File: src/rtl/gumnut_inst_queue.sv
// Gumnut instruction fetch queue and instruction register.
// Issues sequential fetches over a strobe/acknowledge handshake, buffers up to DEPTH
// instructions with their addresses, and presents the head entry split into decode fields.
// Optional feature: define IR_BYPASS_EN to forward an acked instruction straight to the
// head outputs when the queue is empty.
module gumnut_inst_queue #(
    parameter int unsigned   DEPTH      = 2,
    parameter int unsigned   AW         = 12,
    parameter logic [AW-1:0] RESET_ADDR = '0
) (
    input  logic          clk_i,
    input  logic          rst_ni,
    output logic          fetch_stb_o,
    output logic [AW-1:0] fetch_adr_o,
    input  logic          ack_i,
    input  logic [17:0]   inst_i,
    input  logic          flush_i,
    input  logic [AW-1:0] flush_addr_i,
    output logic          valid_o,
    input  logic          ready_i,
    output logic [AW-1:0] pc_o,
    output logic [6:0]    op_o,
    output logic [2:0]    func_o,
    output logic [2:0]    rd_o,
    output logic [2:0]    rs_o,
    output logic [2:0]    rs2_o,
    output logic [2:0]    count_o,
    output logic [7:0]    immed_o,
    output logic [7:0]    offset_o,
    output logic [7:0]    disp_o,
    output logic [11:0]   addr_o
);

    localparam int unsigned     PtrW     = (DEPTH > 1) ? $clog2(DEPTH) : 1;
    localparam int unsigned     CntW     = PtrW + 1;
    localparam logic [CntW-1:0] DepthCnt = CntW'(DEPTH);

    typedef enum logic [1:0] {StIdle, StFetch, StDiscard} state_e;

    state_e          state_q, state_d;
    logic [AW-1:0]   fetch_pc_q, fetch_pc_d;
    logic [AW-1:0]   adr_q, adr_d;
    logic [PtrW-1:0] head_q, head_d, tail_q, tail_d;
    logic [CntW-1:0] count_q, count_d;

    logic [17:0]     inst_mem_q [DEPTH];
    logic [AW-1:0]   pc_mem_q   [DEPTH];

    logic            push, pop_store, bypass;
    logic            head_valid;
    logic [17:0]     head_inst;
    logic [AW-1:0]   head_pc;

    // Select the head entry, or the in-flight ack when it is forwarded directly.
    always_comb begin
        head_valid = (count_q != '0);
        head_inst  = inst_mem_q[head_q];
        head_pc    = pc_mem_q[head_q];
        bypass     = 1'b0;
`ifdef IR_BYPASS_EN
        if ((state_q == StFetch) && ack_i && !flush_i && (count_q == '0)) begin
            bypass     = 1'b1;
            head_valid = 1'b1;
            head_inst  = inst_i;
            head_pc    = fetch_pc_q;
        end
`endif
    end

    // Fetch FSM, queue pointers and fetch address next-state.
    always_comb begin
        state_d    = state_q;
        fetch_pc_d = fetch_pc_q;
        head_d     = head_q;
        tail_d     = tail_q;
        count_d    = count_q;
        push       = 1'b0;
        pop_store  = 1'b0;
        if (flush_i) begin
            head_d     = '0;
            tail_d     = '0;
            count_d    = '0;
            fetch_pc_d = flush_addr_i;
            // A request still waiting for its ack becomes stale and must be drained.
            if ((state_q != StIdle) && !ack_i) begin
                state_d = StDiscard;
            end else begin
                state_d = StFetch;
            end
        end else begin
            pop_store = (count_q != '0) && ready_i;
            // A bypassed instruction consumed this cycle never enters storage.
            push      = (state_q == StFetch) && ack_i && !(bypass && ready_i);
            count_d   = count_q + CntW'(push) - CntW'(pop_store);
            head_d    = head_q + PtrW'(pop_store);
            tail_d    = tail_q + PtrW'(push);
            if ((state_q == StFetch) && ack_i) begin
                fetch_pc_d = fetch_pc_q + 1'b1;
            end
            unique case (state_q)
                StIdle, StFetch: begin
                    if ((state_q == StFetch) && !ack_i) begin
                        state_d = StFetch;
                    end else begin
                        state_d = (count_d < DepthCnt) ? StFetch : StIdle;
                    end
                end
                StDiscard: begin
                    if (ack_i) begin
                        state_d = StFetch;
                    end
                end
                default: state_d = StIdle;
            endcase
        end
        // The presented address stays frozen while a stale request drains.
        adr_d = (state_d == StDiscard) ? adr_q : fetch_pc_d;
    end

    // Control state registers.
    always_ff @(posedge clk_i or negedge rst_ni) begin
        if (!rst_ni) begin
            state_q    <= StIdle;
            fetch_pc_q <= RESET_ADDR;
            adr_q      <= RESET_ADDR;
            head_q     <= '0;
            tail_q     <= '0;
            count_q    <= '0;
        end else begin
            state_q    <= state_d;
            fetch_pc_q <= fetch_pc_d;
            adr_q      <= adr_d;
            head_q     <= head_d;
            tail_q     <= tail_d;
            count_q    <= count_d;
        end
    end

    // Queue storage; contents are qualified by count so no reset is needed.
    always_ff @(posedge clk_i) begin
        if (push) begin
            inst_mem_q[tail_q] <= inst_i;
            pc_mem_q[tail_q]   <= fetch_pc_q;
        end
    end

    assign fetch_stb_o = (state_q != StIdle);
    assign fetch_adr_o = adr_q;
    assign valid_o     = head_valid;

    // Decode fields of the head instruction, zeroed when nothing is valid.
    always_comb begin
        pc_o     = '0;
        op_o     = '0;
        func_o   = '0;
        rd_o     = '0;
        rs_o     = '0;
        rs2_o    = '0;
        count_o  = '0;
        immed_o  = '0;
        offset_o = '0;
        disp_o   = '0;
        addr_o   = '0;
        if (head_valid) begin
            pc_o     = head_pc;
            op_o     = {3'b000, head_inst[17:14]};
            func_o   = head_inst[17] ? head_inst[2:0] : head_inst[16:14];
            rd_o     = head_inst[13:11];
            rs_o     = head_inst[10:8];
            rs2_o    = head_inst[7:5];
            count_o  = head_inst[7:5];
            immed_o  = head_inst[7:0];
            offset_o = head_inst[7:0];
            disp_o   = head_inst[7:0];
            addr_o   = head_inst[11:0];
        end
    end

endmodule

File: config.mk
export PLATFORM = sky130hd
export DESIGN_NAME = gumnut_inst_queue
export DESIGN_NICKNAME = d
export VERILOG_FILES = /design/src/rtl/gumnut_inst_queue.sv
export SDC_FILE = /design/constraint.sdc
export NUM_CORES = 1
export LEC_CHECK = 0
export ABC_AREA = 1
export CAP_MARGIN = 5
export CORE_ASPECT_RATIO = 0.6
export CORE_MARGIN = 4
export CORE_UTILIZATION = 48
export CTS_BUF_LIST = sky130_fd_sc_hd__clkbuf_16
export DETAILED_ROUTE_END_ITERATION = 10
export PLACE_DENSITY = 0.93
export SLEW_MARGIN = 20
export SYNTH_ARGS = -nofsm -noshare
export SYNTH_HDL_FRONTEND = slang
export SYNTH_SLANG_ARGS = --single-unit
File: constraint.sdc
create_clock -name clk_i -period 3 [get_ports clk_i]
set_input_delay 0.6 -clock clk_i [delete_from_list [all_inputs] [get_ports clk_i]]
set_output_delay 0.6 -clock clk_i [all_outputs]
set_load 0.05 [all_outputs]
==> results.cfg, run 1 <==
[floorplanning]
dieArea_um2 = 10200
ioPinCount = 119
start_util_pct = 51.0
rows = 25
die_h_um = 79.8
fp.coreArea_um2 = 8100
die_w_um = 128

[critical_path]
r2r_start = count_q[1]
path_class = flop to output port
worstPathMaxFanout = 11
arrival_ns = 2.24
worstPathRequired_ns = 2.40
path_cells = nor2_2 -> buf_4 -> inv_1 -> clkdlybuf4s50_1
max_stage_delay_ns = 0.69
startpoint = count_q[1]
worst_setup_path_end_kind = output port
cpMaxStageDelayCell = clkdlybuf4s50_1
crit_path_start_kind = flop

[worst_hold_path]
hp-class = flop to flop
hp-start = fetch_adr_o[3]

[global_route]
grt_pass1_vias = 3140
grt_max_degree = 31
grt_pass1_wl_mm = 15.8
overflow = 0
grt_usage_pct = 20.1
antenna_found_initial = 0

[synth]
ys_seq_area_share_pct = 61.8
ys_types = 32
syn_area_per_cell_um2 = 10.3
syn-cell-area_um2 = 4130
ys_async_sr_fraction_pct = 33.3
synth-edff-count = 60
synth_ff_type = edfxtp_1
ys_ff_latch = 90
synth_warnings = 0
yosysTopAreaCell = edfxtp_1
syn_inst = 402
synth.area.top_cells = edfxtp_1, dfrtp_1, nand2_1, buf_4, a21oi_1
yosysTopAreaCellShare_pct = 43.6

[clocking]
post_cts.repair.setup_buffers = 0
clkTransAtPathRegs_ns = 0.07
cts_sinks = 90
ctsHoldBuffers = 0
cts-resized-gates = 0
htree_levels = 3
cts_buffers = 9
cts_tree = built
cts_root_buffer = clkbuf_16
clk_latency_ns = 0.34
cts_buffer_depth = 2

[timing]
max_freq_mhz = 353
setup_tns_ns = 0
worst_slew_pin_slew_ns = 0.918
final.min_clock_period_ns = 2.84
slew_headroom_pct = 39.0
fin_crit_sh_pct = 94.5
fin_skew_ns = 0.00942
final-setup-viol-count = 0
holdWs_ns = 0.493
slew_viol_final = 0
finalHoldViolations = 0
setup_ws_ns = 0.165
rsz0062_at_grt = no

[placement]
gp_congestion = 0.811
dp_cells = 591
pre_cts_ws_ns = 0.434
port_buffers = 115
placed_cell_area_um2 = 5510
hpwl_mm = 7.43

[route]
vias = 3104
wl_mm = 10.3
via_per_inst = 5.11
remaining_drc_errors = 0
dr.first_iter.drc_count = 253
firstDrtPassIters = 5
wire_per_inst_um = 16.9
ant_nets = 0

[final_layout]
area_growth_syn_to_layout_pct = 40.5
antenna_cells = 0
fin_nets = 532
finalNonFillerCells = 607
finish.instance_area_um2 = 5800
fin_util_pct = 71.6
drive_gt1_share_pct = 23.6

[power]
p_leak_nw = 2.45
p_per_area_nw_per_um2 = 1140
ir_drop_mv = 0.465
total_power_mw = 6.59

[status]
status = completed

[run]
cap_violations = 0
[critical path: cells and delay by family, from the launching register on]
family / cells / cell delay, ns
simple gates: 1 / 0.46
buf+inv: 3 / 1.04
flops: 1 / 0.40
[cell usage after synthesis (all sizes together), types with 2 or more instances]
| cell | count |
|---|---|
| nand2 | 120 |
| edfxtp | 60 |
| buf | 51 |
| dfrtp | 30 |
| a21oi | 29 |
| nor2 | 26 |
| inv | 25 |
| nand3 | 20 |
| or2 | 8 |
| o21ai | 6 |
| a21boi | 4 |
| a31oi | 4 |
| nand4 | 4 |
| ha | 3 |
| o21a | 3 |
| o22a | 3 |
| xor2 | 2 |
[logic make-up after synthesis]
kind of cell	after synthesis	share of synthesized area, %
flops	90	61.8
buf+inv	76	10.9
other cells	1	0.0908
fa+ha+maj	3	0.909
mux	1	0.242
compound gates	49	6.94
xor+xnor	3	0.636
simple gates	179	18.5
[state kept, by name, summed over array words and instances (netlist names)]
| name | cells |
|---|---|
| pc_mem_q | 24 |
| fetch_pc_q | 12 |
| head_q | 1 |
| tail_q | 1 |
| count_q | 2 |
| state_q | 2 |
| fetch_adr_o | 12 |
| inst_mem_q | 36 |
[worst paths after layout]
check / endpoint / cells past startpoint / slack, ns
max in group asynchronous: fetch_pc_q[2] / 2 / 2.04
setup reg to reg: state_q[0] / 10 / 0.60
setup / recovery: valid_o / 4 / 0.16
min in group asynchronous: fetch_adr_o[11] / 2 / 0.67
hold reg to reg: fetch_adr_o[3] / 2 / 0.49
hold / removal: fetch_adr_o[3] / 2 / 0.49
[power by group]
part           switching (mW)  internal [mW]
Clock                   0.461          0.642
Sequential              0.112           1.50
Combinational            2.49           1.39
[placed cells by master (no fill, tap or decap), drive strengths merged]
cell           count
nor2              26
a31oi              4
dfrtp             30
xnor2              1
nand2            120
buf               82
xor2               2
a21boi             4
and2               1
o21a               3
mux2i              1
clkinvlp           2
o21ai              6
edfxtp            60
o22a               3
clkdlybuf4s50     48
inv               25
nand4              4
or2                8
clkbuf             9
conb               3
bufinv             1
clkinv             4
a21oi             29
ha                 3
nand3             20
[cell type report]
type,instances,area [um^2]
Sequential cell,90,2550
Fill cell,533,2300
Timing Repair Buffer,130,1570
Multi-Input combinational cell,238,1150
Clock buffer,9,225
Tap cell,108,135
Inverter,25,93.8
Clock inverter,7,70.1
[metal layers]
metal	vias to the layer above	wire, um	part of all wire [%]	global-route usage, %
met5	-	0	0	0
met4	0	210	2.0	7.42
met3	16	872	8.5	5.55
met2	162	4650	45	32.7
met1	1456	4540	44	26.0
li1	1470	-	-	-
Note: power is estimated with default switching activity, not from simulation.
==> inputs of run 2 (changes only) <==
Settings changed: CORE_UTILIZATION 48 to 50, PLACE_DENSITY 0.93 to 0.95.
Clock period 3 ns to 3.6 ns, I/O delays scaled along.
==> run 2 against run 1 <==
Compared with the run above:
- clock power is 10% lower
- final cell count decreased by 0.99%
- sequential power is 16% lower
- register-to-register slack gained 0.67 ns
- critical path depth grew 2
- worst setup slack got worse by 0.057 ns
- final area is 7.0% lower
- wire length fell by 6.2%
- non-clock buffer count decreased by 6
- via count fell by 0.81%
- largest cell class unchanged
- sequential share of layout area is 3.3 points higher
- die area down 3.7%
==> results.cfg, run 2 (synthesis gave the netlist of run 1 again) <==
[final_layout]
regMostFlops = inst_mem_q
largestRegisters = inst_mem_q x36, pc_mem_q x24
area_growth_syn_to_layout_pct = 30.6
layout_common_cells = nand2_1, clkdlybuf4s50_1, edfxtp_1
fin_nets = 526
antenna_cells = 0
fillCellCount = 587
final_common_cell = nand2_1
largest_reg_flops = 36
finalNonFillerCells = 601
finish.instance_area_um2 = 5390
fin_util_pct = 67.9
drive_gt1_share_pct = 15.0

[critical_path]
worstPathRequired_ns = 2.88
reg2regPathDepth = 10
timing.rr.end = state_q[0]
r2r_slack_ns = 1.27
path_class = flop to output port
worst_setup_path_end_kind = output port
max_stage_delay_ns = 0.86
worstPathMaxFanout = 20
arrival_ns = 2.77
path_cells = inv_2 -> or2_0 -> o21a_1 -> inv_1 -> nor2_1 -> clkdlybuf4s50_1
path_buf_inv = 3
cpMaxStageDelayCell = clkdlybuf4s50_1
r2r_start = count_q[1]
crit_path_start_kind = flop
cp_top_family = buffers and inverters

[status]
status = completed

[route]
vias = 3079
dr.first_iter.drc_count = 268
wire_per_inst_um = 16.0
firstDrtPassIters = 4
via_per_inst = 5.12
ant_nets = 0
wl_mm = 9.64
remaining_drc_errors = 0

[placement]
placed_cell_area_um2 = 5070
dp_cells = 585
pre_cts_ws_ns = 0.485
hpwl_mm = 6.85
port_buffers = 115
gp_congestion = 0.835

[global_route]
grt_usage_pct = 20.4
antenna_found_initial = 0
overflow = 0
grt_pass1_wl_mm = 15.7
grt_pass1_vias = 3092
grt_max_degree = 33

[clocking]
post_cts.repair.setup_buffers = 0
cts-resized-gates = 0
clkTransAtPathRegs_ns = 0.06
clk_latency_ns = 0.34
ctsHoldBuffers = 0
cts_buffer_depth = 2
cts_buffers = 9
htree_levels = 3
cts_tree = built
cts_sinks = 90
cts_root_buffer = clkbuf_16

[power]
total_power_mw = 5.02
ir_drop_mv = 0.386
p_per_area_nw_per_um2 = 930
p_leak_nw = 2.27

[timing]
rsz0062_at_grt = no
finalHoldViolations = 0
setup_tns_ns = 0
worst_slew_pin_slew_ns = 0.697
slew_viol_final = 0
slew_headroom_pct = 53.5
final.min_clock_period_ns = 3.49
final-setup-viol-count = 0
fin_crit_sh_pct = 97.0
fin_skew_ns = 0.00849
setup_ws_ns = 0.108
holdWs_ns = 0.490
max_freq_mhz = 286

[run]
cap_violations = 0

[worst_hold_path]
hold_end = fetch_adr_o[8]
hp-start = fetch_adr_o[8]
hp-class = flop to flop
hold_depth = 2

[floorplanning]
die_w_um = 125
dieArea_um2 = 9820
ioPinCount = 119
die_h_um = 78.4
rows = 25
fp.coreArea_um2 = 7950
start_util_pct = 52.0
-- run 2: changes by cell type in the layout (fill, tap and decap cells not counted), moves of 2 or more --
cell and delta:
buf_12 -37, clkdlybuf4s50_1 +34, buf_4 -4, a21oi_1 +3, a21oi_2 -3, clkinv_4 -2
clkinvlp_4 -2
-- run 2: where the power goes --
part           leakage (nW)  switching (mW)  internal, mW
clock network         0.157           0.379         0.608
logic                  1.21            1.92         0.750
registers             0.903           0.108          1.25
total                  2.27            2.41          2.61
-- run 2: tightest hold or removal path, cell delays in order (launching register included) --
cell     delay, ns
dfrtp_1       0.35
nand2_1       0.05
nand2_1       0.05
-- run 2: area by class of cell --
| type | count | area (um^2) | area share (%) |
|---|---|---|---|
| clock buffers | 9 | 225 | 4.18 |
| clock inverters | 7 | 92.6 | 1.72 |
| inverters | 25 | 93.8 | 1.74 |
| multi-input cells | 238 | 1140 | 21.2 |
| flip-flops and latches | 90 | 2550 | 47.3 |
| well taps | 108 | 135 | 2.51 |
| repair buffers | 124 | 1150 | 21.4 |
-- run 2: how the worst max path moves through the flow --
stage	from	end	depth (start not counted)
6_report	head_q	offset_o[1]	6
5_1_grt	head_q	disp_o[1]	6
4_1_cts	head_q	offset_o[1]	6
3_5_place_dp	head_q	offset_o[1]	6
3_3_place_gp	head_q	offset_o[0]	6
2_1_floorplan	head_q	count_o[0]	7
-- run 2: metal layers --
metal	wire, um	global-route usage, %	up-vias	part of all wire, %
met5	0	0	-	0
met4	81	4.22	0	0.84
met3	879	7.61	12	9.1
met2	4500	33.5	145	47
met1	4180	26.3	1459	43
li1	-	-	1463	-
